## config.mk

```make
export PLATFORM = sky130hd
export DESIGN_NAME = sll_rol_seq_flat
export DESIGN_NICKNAME = d
export VERILOG_FILES = /design/src/rtl/sll_rol_seq_if.sv /design/src/rtl/sll_rol_seq.sv /design/src/flat_wrapper.sv
export SDC_FILE = /design/constraint.sdc
export NUM_CORES = 1
export LEC_CHECK = 0
export CAP_MARGIN = 40
export CORE_MARGIN = 1.5
export CORE_UTILIZATION = 29
export DETAILED_ROUTE_END_ITERATION = 12
export GPL_TIMING_DRIVEN = 1
export PLACE_DENSITY = 0.52
export SYNTH_ARGS = -nofsm -noshare
export SYNTH_HDL_FRONTEND = slang
export SYNTH_SLANG_ARGS = --single-unit
```

## constraint.sdc

```tcl
create_clock -name clk -period 2.8 [get_ports clk]
set_input_delay 0.84 -clock clk [delete_from_list [all_inputs] [get_ports clk]]
set_output_delay 0.84 -clock clk [all_outputs]
set_load 0.005 [all_outputs]
```

## src/rtl/sll_rol_seq_if.sv

```systemverilog
// Operand/result handshake bundle for the multi-cycle left shifter.
interface sll_rol_seq_if #(
  parameter int unsigned WIDTH = 32
);

  logic             in_valid;
  logic             in_ready;
  logic [WIDTH-1:0] A;
  logic [WIDTH-1:0] B;
  logic             Sel;
  logic             out_valid;
  logic             out_ready;
  logic [WIDTH-1:0] Result;

  // Producer of operands / consumer of results
  modport master (
    output in_valid,
    output A,
    output B,
    output Sel,
    output out_ready,
    input  in_ready,
    input  out_valid,
    input  Result
  );

  // The shifter itself
  modport slave (
    input  in_valid,
    input  A,
    input  B,
    input  Sel,
    input  out_ready,
    output in_ready,
    output out_valid,
    output Result
  );

endinterface

```

## src/rtl/sll_rol_seq.sv

```systemverilog
// Multi-cycle logical-shift-left / rotate-left unit: one log-shifter stage
// per cycle, MSB stage first, fixed latency regardless of shift amount.
module sll_rol_seq #(
  parameter int unsigned WIDTH = 32,
  parameter int unsigned SHW   = 5
) (
  input  logic         clk,
  input  logic         rst,
  sll_rol_seq_if.slave bus
);

  // Elaboration-time guard on the parameter relationship
  if (WIDTH != (32'd1 << SHW)) begin : g_param_check
    $error("sll_rol_seq: WIDTH must equal 2**SHW");
  end

  localparam logic [1:0] S_IDLE  = 2'd0;
  localparam logic [1:0] S_SHIFT = 2'd1;
  localparam logic [1:0] S_DONE  = 2'd2;

  logic [1:0]       state,     state_d;
  logic [WIDTH-1:0] acc,       acc_d;
  logic [SHW-1:0]   amt,       amt_d;
  logic             mode,      mode_d;
  logic [SHW-1:0]   k,         k_d;
  logic [WIDTH-1:0] result_q,  result_d;
  logic             in_ready_q, in_ready_d;
  logic             out_valid_q, out_valid_d;

  // Upper shift-amount bits are architecturally ignored
  logic unused_b_hi;
  assign unused_b_hi = ^bus.B[WIDTH-1:SHW];

  // One shifter stage: shift/rotate left by 2**stage
  function automatic logic [WIDTH-1:0] stage_shift(
    input logic [WIDTH-1:0] v,
    input logic [SHW-1:0]   stage,
    input logic             rot
  );
    logic [WIDTH-1:0] r;
    r = v;
    for (int i = 0; i < int'(SHW); i++) begin
      if (stage == SHW'(i)) begin
        if (rot) r = (v << (1 << i)) | (v >> (int'(WIDTH) - (1 << i)));
        else     r = v << (1 << i);
      end
    end
    return r;
  endfunction

  // Next-state, datapath and registered-output decode
  always_comb begin
    state_d     = state;
    acc_d       = acc;
    amt_d       = amt;
    mode_d      = mode;
    k_d         = k;
    result_d    = result_q;
    in_ready_d  = 1'b0;
    out_valid_d = 1'b0;

    case (state)
      S_IDLE: begin
        if (bus.in_valid) begin
          acc_d   = bus.A;
          amt_d   = bus.B[SHW-1:0];
          mode_d  = bus.Sel;
          k_d     = SHW'(SHW - 1);
          state_d = S_SHIFT;
        end
      end
      S_SHIFT: begin
        if (amt[k]) acc_d = stage_shift(acc, k, mode);
        if (k == '0) begin
          result_d = acc_d;
          state_d  = S_DONE;
        end else begin
          k_d = k - SHW'(1);
        end
      end
      S_DONE: begin
        if (bus.out_ready) state_d = S_IDLE;
      end
      default: state_d = S_IDLE;
    endcase

    in_ready_d  = (state_d == S_IDLE);
    out_valid_d = (state_d == S_DONE);
  end

  // State and output registers, synchronous reset
  always_ff @(posedge clk) begin
    if (rst) begin
      state       <= S_IDLE;
      acc         <= '0;
      amt         <= '0;
      mode        <= 1'b0;
      k           <= '0;
      result_q    <= '0;
      in_ready_q  <= 1'b1;
      out_valid_q <= 1'b0;
    end else begin
      state       <= state_d;
      acc         <= acc_d;
      amt         <= amt_d;
      mode        <= mode_d;
      k           <= k_d;
      result_q    <= result_d;
      in_ready_q  <= in_ready_d;
      out_valid_q <= out_valid_d;
    end
  end

  assign bus.in_ready  = in_ready_q;
  assign bus.out_valid = out_valid_q;
  assign bus.Result    = result_q;

endmodule

```

## src/flat_wrapper.sv

```systemverilog
// flat-port wrapper written by rule: the top's interface ports become plain ports
module sll_rol_seq_flat 
#(
  parameter int unsigned WIDTH = 32,
  parameter int unsigned SHW   = 5
)
  (clk, rst, bus_in_valid, bus_A, bus_B, bus_Sel, bus_out_ready, bus_in_ready, bus_out_valid, bus_Result);
  sll_rol_seq_if #(.WIDTH(WIDTH)) bus_i ();
  input  logic clk;
  input  logic rst;
  input wire logic [$bits(bus_i.in_valid)-1:0] bus_in_valid;
  input wire logic [$bits(bus_i.A)-1:0] bus_A;
  input wire logic [$bits(bus_i.B)-1:0] bus_B;
  input wire logic [$bits(bus_i.Sel)-1:0] bus_Sel;
  input wire logic [$bits(bus_i.out_ready)-1:0] bus_out_ready;
  output wire logic [$bits(bus_i.in_ready)-1:0] bus_in_ready;
  output wire logic [$bits(bus_i.out_valid)-1:0] bus_out_valid;
  output wire logic [$bits(bus_i.Result)-1:0] bus_Result;
  assign bus_i.in_valid = bus_in_valid;
  assign bus_i.A = bus_A;
  assign bus_i.B = bus_B;
  assign bus_i.Sel = bus_Sel;
  assign bus_i.out_ready = bus_out_ready;
  assign bus_in_ready = bus_i.in_ready;
  assign bus_out_valid = bus_i.out_valid;
  assign bus_Result = bus_i.Result;
  sll_rol_seq #(.WIDTH(WIDTH), .SHW(SHW)) u_core (.clk(clk), .rst(rst), .bus(bus_i));
endmodule
```

After elaboration in Yosys (flattened, before gate mapping)
Cells that the tools add are included.
Widths: inputs -> output; s select.
- register bits after elaboration: 79
- input port bits: 69
- output and inout bits: 34
- logic and storage cells: 54
- $add $sub $neg: 1
- order comparisons: 1
- equal/unequal tests: 9
- multiplexer cells: 22
- bitwise operators: 5
- reduce and logical (&&, ||, !) cells: 8
- operator list (kind ; count):
    $mux 32 ; 12
    $pmux 32 s2 ; 1
    $or 32x1->32 ; 1
    $or 32x16->32 ; 1
    $or 32x2->32 ; 1
    $or 32x4->32 ; 1
    $or 32x8->32 ; 1
    $eq 5x2->1 const B ; 2
    $mux 5 ; 2
    $pmux 5 s2 ; 1
    $mux 2 ; 3
    $pmux 2 s3 ; 1
    $reduce_and 2->1 ; 3
    $eq 5x1->1 const B ; 1
    $eq 5x3->1 const B ; 1
    $logic_not 5->1 ; 1
    $lt 5x4->1 const B ; 1
    $sub 5x1->5 const B ; 1
    $eq 2x2->1 const B ; 2
    $logic_not 2->1 ; 2
    $ne 2x2->1 const B ; 2
    $bmux 1 s3 ; 1
    $reduce_and 3->1 ; 1
    $eq 2x1->1 const B ; 1
    other kinds (2) ; 2

Logic depth before layout (Yosys ltp)
- depth in word-level cells: 9
- depth in mapped cells: 11
- mapped depth without buffers: 7

Worst setup path after synthesis
OpenSTA, ideal clock, no wires.
- path type: flip-flop to flip-flop
- start: register u_core.k[0]
- end: register u_core.result_q[6] (netlist: u_core.bus.Result[6])
- data arrival time: 2239 ps
- slack: 447 ps
- cell stages (with the launch flop): 9
- cell sequence: dfxtp_1 -> inv_1 -> ha_1 -> or4b_4 -> buf_6 -> mux2i_1 -> a2111oi_1 -> a211oi_1 -> a2111oi_0
- word-level cells in the longest chain between the ends: 7
- elaborated cells between the ends (all ways): 14
- those cells by class: 4 x eq/ne; 8 x mux; 2 x reduce/logical
- RTL lines (element ; RTL line ; source):
    from (decl) ; sll_rol_seq.sv:25 ; logic [SHW-1:0] k, k_d;
    from (signal assigned) ; sll_rol_seq.sv:107 ; k <= k_d;
    $logic_not 5->1 ; sll_rol_seq.sv:43, sll_rol_seq.sv:74 ;
    $mux 32 (5 in a row) ; sll_rol_seq.sv:43 ; if (stage == SHW'(i)) begin
    $mux 32 ; sll_rol_seq.sv:73 ; if (amt[k]) acc_d = stage_shift(acc, k, mode);
    to (signal assigned) ; sll_rol_seq.sv:108 ; result_q <= result_d;
    to (decl) ; sll_rol_seq.sv:26 ; logic [WIDTH-1:0] result_q, result_d;
Several ways; a longest one is shown, not always the timed one. The select of a mux whose other input is x is not followed.
A chain may end at the register's enable or synchronous reset.

Final worst setup path
- start: register u_core.k[0]
- end: register u_core.acc[15]
- word-level cells in the longest chain between the ends: 8
- elaborated cells between the ends (all ways): 14
- those cells by class: 4 x eq/ne; 9 x mux; 1 x reduce/logical
- RTL lines (element ; RTL line ; source):
    $logic_not 5->1 ; sll_rol_seq.sv:43 ;
    $mux 32 (5 in a row) ; sll_rol_seq.sv:43 ;
    $mux 32 * ; sll_rol_seq.sv:73 ;
    $pmux 32 s2 * ; sll_rol_seq.sv:62 ; case (state)
    to (signal assigned) ; sll_rol_seq.sv:95 ; acc <= '0;
    to (signal assigned) ; sll_rol_seq.sv:104 ; acc <= acc_d;
    to (decl) ; sll_rol_seq.sv:22 ; logic [WIDTH-1:0] acc, acc_d;
Every way passes the cells marked *; elsewhere a longest branch is shown, timed or not. The select of a mux whose other input is x is not followed.

==> out/metrics.cfg <==
[final_layout]
layout.nets=860
drive_above_1_share_pct=12.90
fill_cells=2114
stdcell_area_mm2=0.007093
regArea_mm2=0.001582
multi_input_area_mm2=0.003677
area_growth_pct=24.32
antenna_cells=0

[detailed_routing]
via_per_inst=5.709
detail-route-antenna-nets=0
initialDrtViolationCount=527
drt-pass1-iter-count=5
drc=0
vias=6029
wl_per_cell_um=20.32
wirelength_um=21460

[synth]
synth.cell_area_mm2=0.005705
synthMuxAreaShare_pct=3.860
synth_edf_count=0
ys_seq_area_share_pct=27.72
syn_avg_cell_area_um2=7.658
synth_cell_types=76
synthAdderAreaFrac_pct=1.096
async_flop_share_pct=0
synth_seq_cells=79
synth-compound-area-share_pct=35.92
syn_nets=819
ys.flop_type=dfxtp_1
syn_inst=745
yosys_warnings=0
synth_top_family_by_area=compound AO/OA/AOI/OAI gates
synth_xor_area_share_pct=0.4605
synth_simple_gate_area_share_pct=22.81

[worst_setup_path]
crit_start=u_core.k[0]$_SDFFE_PP0P_
path_class=flop to flop
crit_path_start_kind=flop
critPathArrivalTime_ns=2.74
crit_slowest_cell=or4b_4
path_buf_inv=2
timing.rr.start=u_core.k[0]$_SDFFE_PP0P_
rrSetupSlack_ns=0.25
worstPathRequired_ns=3.00
path_cells=inv_1 > ha_1 > or4b_4 > buf_12 > mux2_2 > o221a_2 > o221ai_1 > a311oi_1
critPathCaptureType=flop
critPathMaxStageDelay_ns=0.55
r2r_cells=8
cp_max_fo=23
critical_path.top_delay_family=compound AO/OA/AOI/OAI gates
rr_endpoint=u_core.acc[15]$_SDFFE_PP0P_

[die]
core_mm2=0.01940
die_x_um=143.3
row_count=51
die_h_um=143.3
initial_core_util_pct=29.41
die-area_mm2=0.02052
ioPinCount=103

[timing]
slew_headroom_pct=55.82
finalSetupTns_ns=0
period_minus_slack_ns=2.545
grt_setup_unrepaired=false
worstMarginPinSlew_ns=0.6627
period_share_pct=90.91
hold_viol_final=0
finalMaxSlewViolations=0
setup_violations=0
fmaxAchievable_mhz=392.9
setup_ws_ns=0.2546
finClkSkew_ns=0.008757

[clock_tree]
clock_path_buffers=2
clock_latency_ns=0.35
cts_resized=0
hold_buffers=0
numCtsBuffers=9
path_clk_slew_ns=0.06
tritoncts=done
cts.sinks=79
cts_setup_buffers=0
htree_num_levels=3
clockRootBuffer=clkbuf_16

[pwr]
leakagePower_nw=2.486
vdd_ir_drop_max_mv=0.3200
power_density_mw_per_mm2=742.6

[global_routing]
grt_antenna_before_repair=0
grt_pass1_vias=5745
grt-ovfl-total=0
grt_max_degree=61
grt_first_pass_wirelength_um=33490
grt_usage_pct=21.23

[worst_hold_path]
whs_path_depth=2
min_from=u_core.amt[4]$_SDFFE_PP0P_
hold_class=flop to flop
min_to=u_core.amt[4]$_SDFFE_PP0P_

[outcome]
status=finished clean

[place]
place.gp.congestion=0.9309
dpl-instance-area_mm2=0.006787
hpwl_um=15160
dp_slack_ns=0.2392
port_buffers=75

[job]
drv_cap=0

==> sequential cells by signal, summed over array words and instances, names as in the netlist <==
signal,flops
u_core.mode,1
u_core.state,2
u_core.bus.Result,32
u_core.amt,5
u_core.acc,32
u_core.k,5
u_core.bus.in_ready,1
u_core.bus.out_valid,1
==> stage by stage <==
step / hold WS (ns) / cells / utilization (%) / total power, mW
2_1_floorplan: 0.4329 / 745 / - / 3.161
3_3_place_gp: 0.4463 / 1040 / 34.98 / 4.002
3_5_place_dp: 0.4472 / 1040 / 34.98 / 4.001
4_1_cts: 0.4563 / 1056 / 36.56 / 5.267
5_1_grt: 0.4934 / 1056 / 36.56 / 5.580
6_report: 0.4545 / 1056 / 36.56 / 5.267
==> synthesized netlist by cell type, types with 7 or more instances <==
library cell,instances,share of area [%]
o21ai_0,28,2.5
nor2_1,47,3.1
nand4_1,7,0.77
a31oi_1,18,2.0
nand2_1,89,5.9
o22ai_1,9,0.99
nand2b_1,7,0.77
and3_1,10,1.1
a2111oi_0,7,1.1
nand3_1,20,1.8
o32ai_1,11,1.7
mux2i_1,10,1.8
buf_2,20,1.8
and2_1,7,0.77
a211oi_1,27,3.6
o2bb2ai_1,10,1.5
nor3b_1,8,1.1
nor2b_1,25,2.7
o221ai_1,8,1.2
a21oi_1,69,6.1
clkbuf_1,64,4.2
o31a_1,7,1.1
a22o_1,14,2.1
nor3_1,8,0.70
a311oi_1,20,3.1
a41oi_1,7,1.1
dfxtp_1,79,28
==> placed cells by master, fill, tap and decap left out, drive strengths merged, types with 4 or more instances in the layout <==
master / count
o211ai: 5
o32ai: 11
a22o: 14
a211oi: 29
o2bb2ai: 10
mux2: 9
o221ai: 12
clkbuf: 12
dfxtp: 79
o31a: 7
nor3b: 9
nand4: 7
nor3: 10
a311oi: 20
nand2: 89
nand2b: 7
a221oi: 5
nor2: 49
and2: 7
a32oi: 4
buf: 53
ha: 5
o22ai: 9
and3: 10
a2111oi: 10
o21ai: 31
nor2b: 25
a41oi: 7
a31oi: 18
nand3: 20
o221a: 6
a22oi: 4
clkdlybuf4s50: 74
mux2i: 10
inv: 6
a21oi: 69
==> worst register-to-register path, stage by stage, from the launching register on <==
cell and delay (ns):
dfxtp_1 0.31, inv_1 0.13, ha_1 0.19, or4b_4 0.55
buf_12 0.21, mux2_2 0.29, o221a_2 0.22, o221ai_1 0.35
a311oi_1 0.16
==> report_power, final <==
group / switching (mW) / internal, mW
Combinational: 1.43 / 1.06
Sequential: 0.248 / 1.28
Clock: 0.473 / 0.779
Total: 2.15 / 3.11
==> per-layer routing <==
| layer | part of all wire, % | GRT usage, % |
|---|---|---|
| met5 | 0 | 0 |
| met2 | 43 | 32.34 |
| met3 | 6.8 | 3.722 |
| met4 | 1.8 | 5.693 |
| met1 | 49 | 30.62 |
==> cell families after synthesis <==
logic type,Yosys count
multiplexers,19
AO/OA/AOI/OAI,283
AND/OR/NAND/NOR,253
XOR/XNOR,3
adder cells (fa/ha/maj),5
buffers and inverters,103
flip-flops,79
==> worst max-delay path by stage <==
stage,to,slack (ns),cells after the start
after detailed placement,u_core.acc[20]$_SDFFE_PP0P_,0.24,6
after floorplan,u_core.bus.Result[6]$_SDFFE_PP0P_,0.45,8
final,u_core.acc[15]$_SDFFE_PP0P_,0.25,8
after global placement,u_core.acc[23]$_SDFFE_PP0P_,0.24,6
after CTS,u_core.bus.Result[6]$_SDFFE_PP0P_,0.25,7
after global routing,u_core.bus.Result[4]$_SDFFE_PP0P_,0.04,7
==> layout make-up <==
class | count | share of cell area [%]
Multi-Input combinational cell | 563 | 51.84
Sequential cell | 79 | 22.30
Timing Repair Buffer | 127 | 16.55
Tap cell | 265 | 4.675
Clock buffer | 12 | 3.334
Clock inverter | 4 | 0.9878
Inverter | 6 | 0.3175
Power figures use the tool's default switching activity.
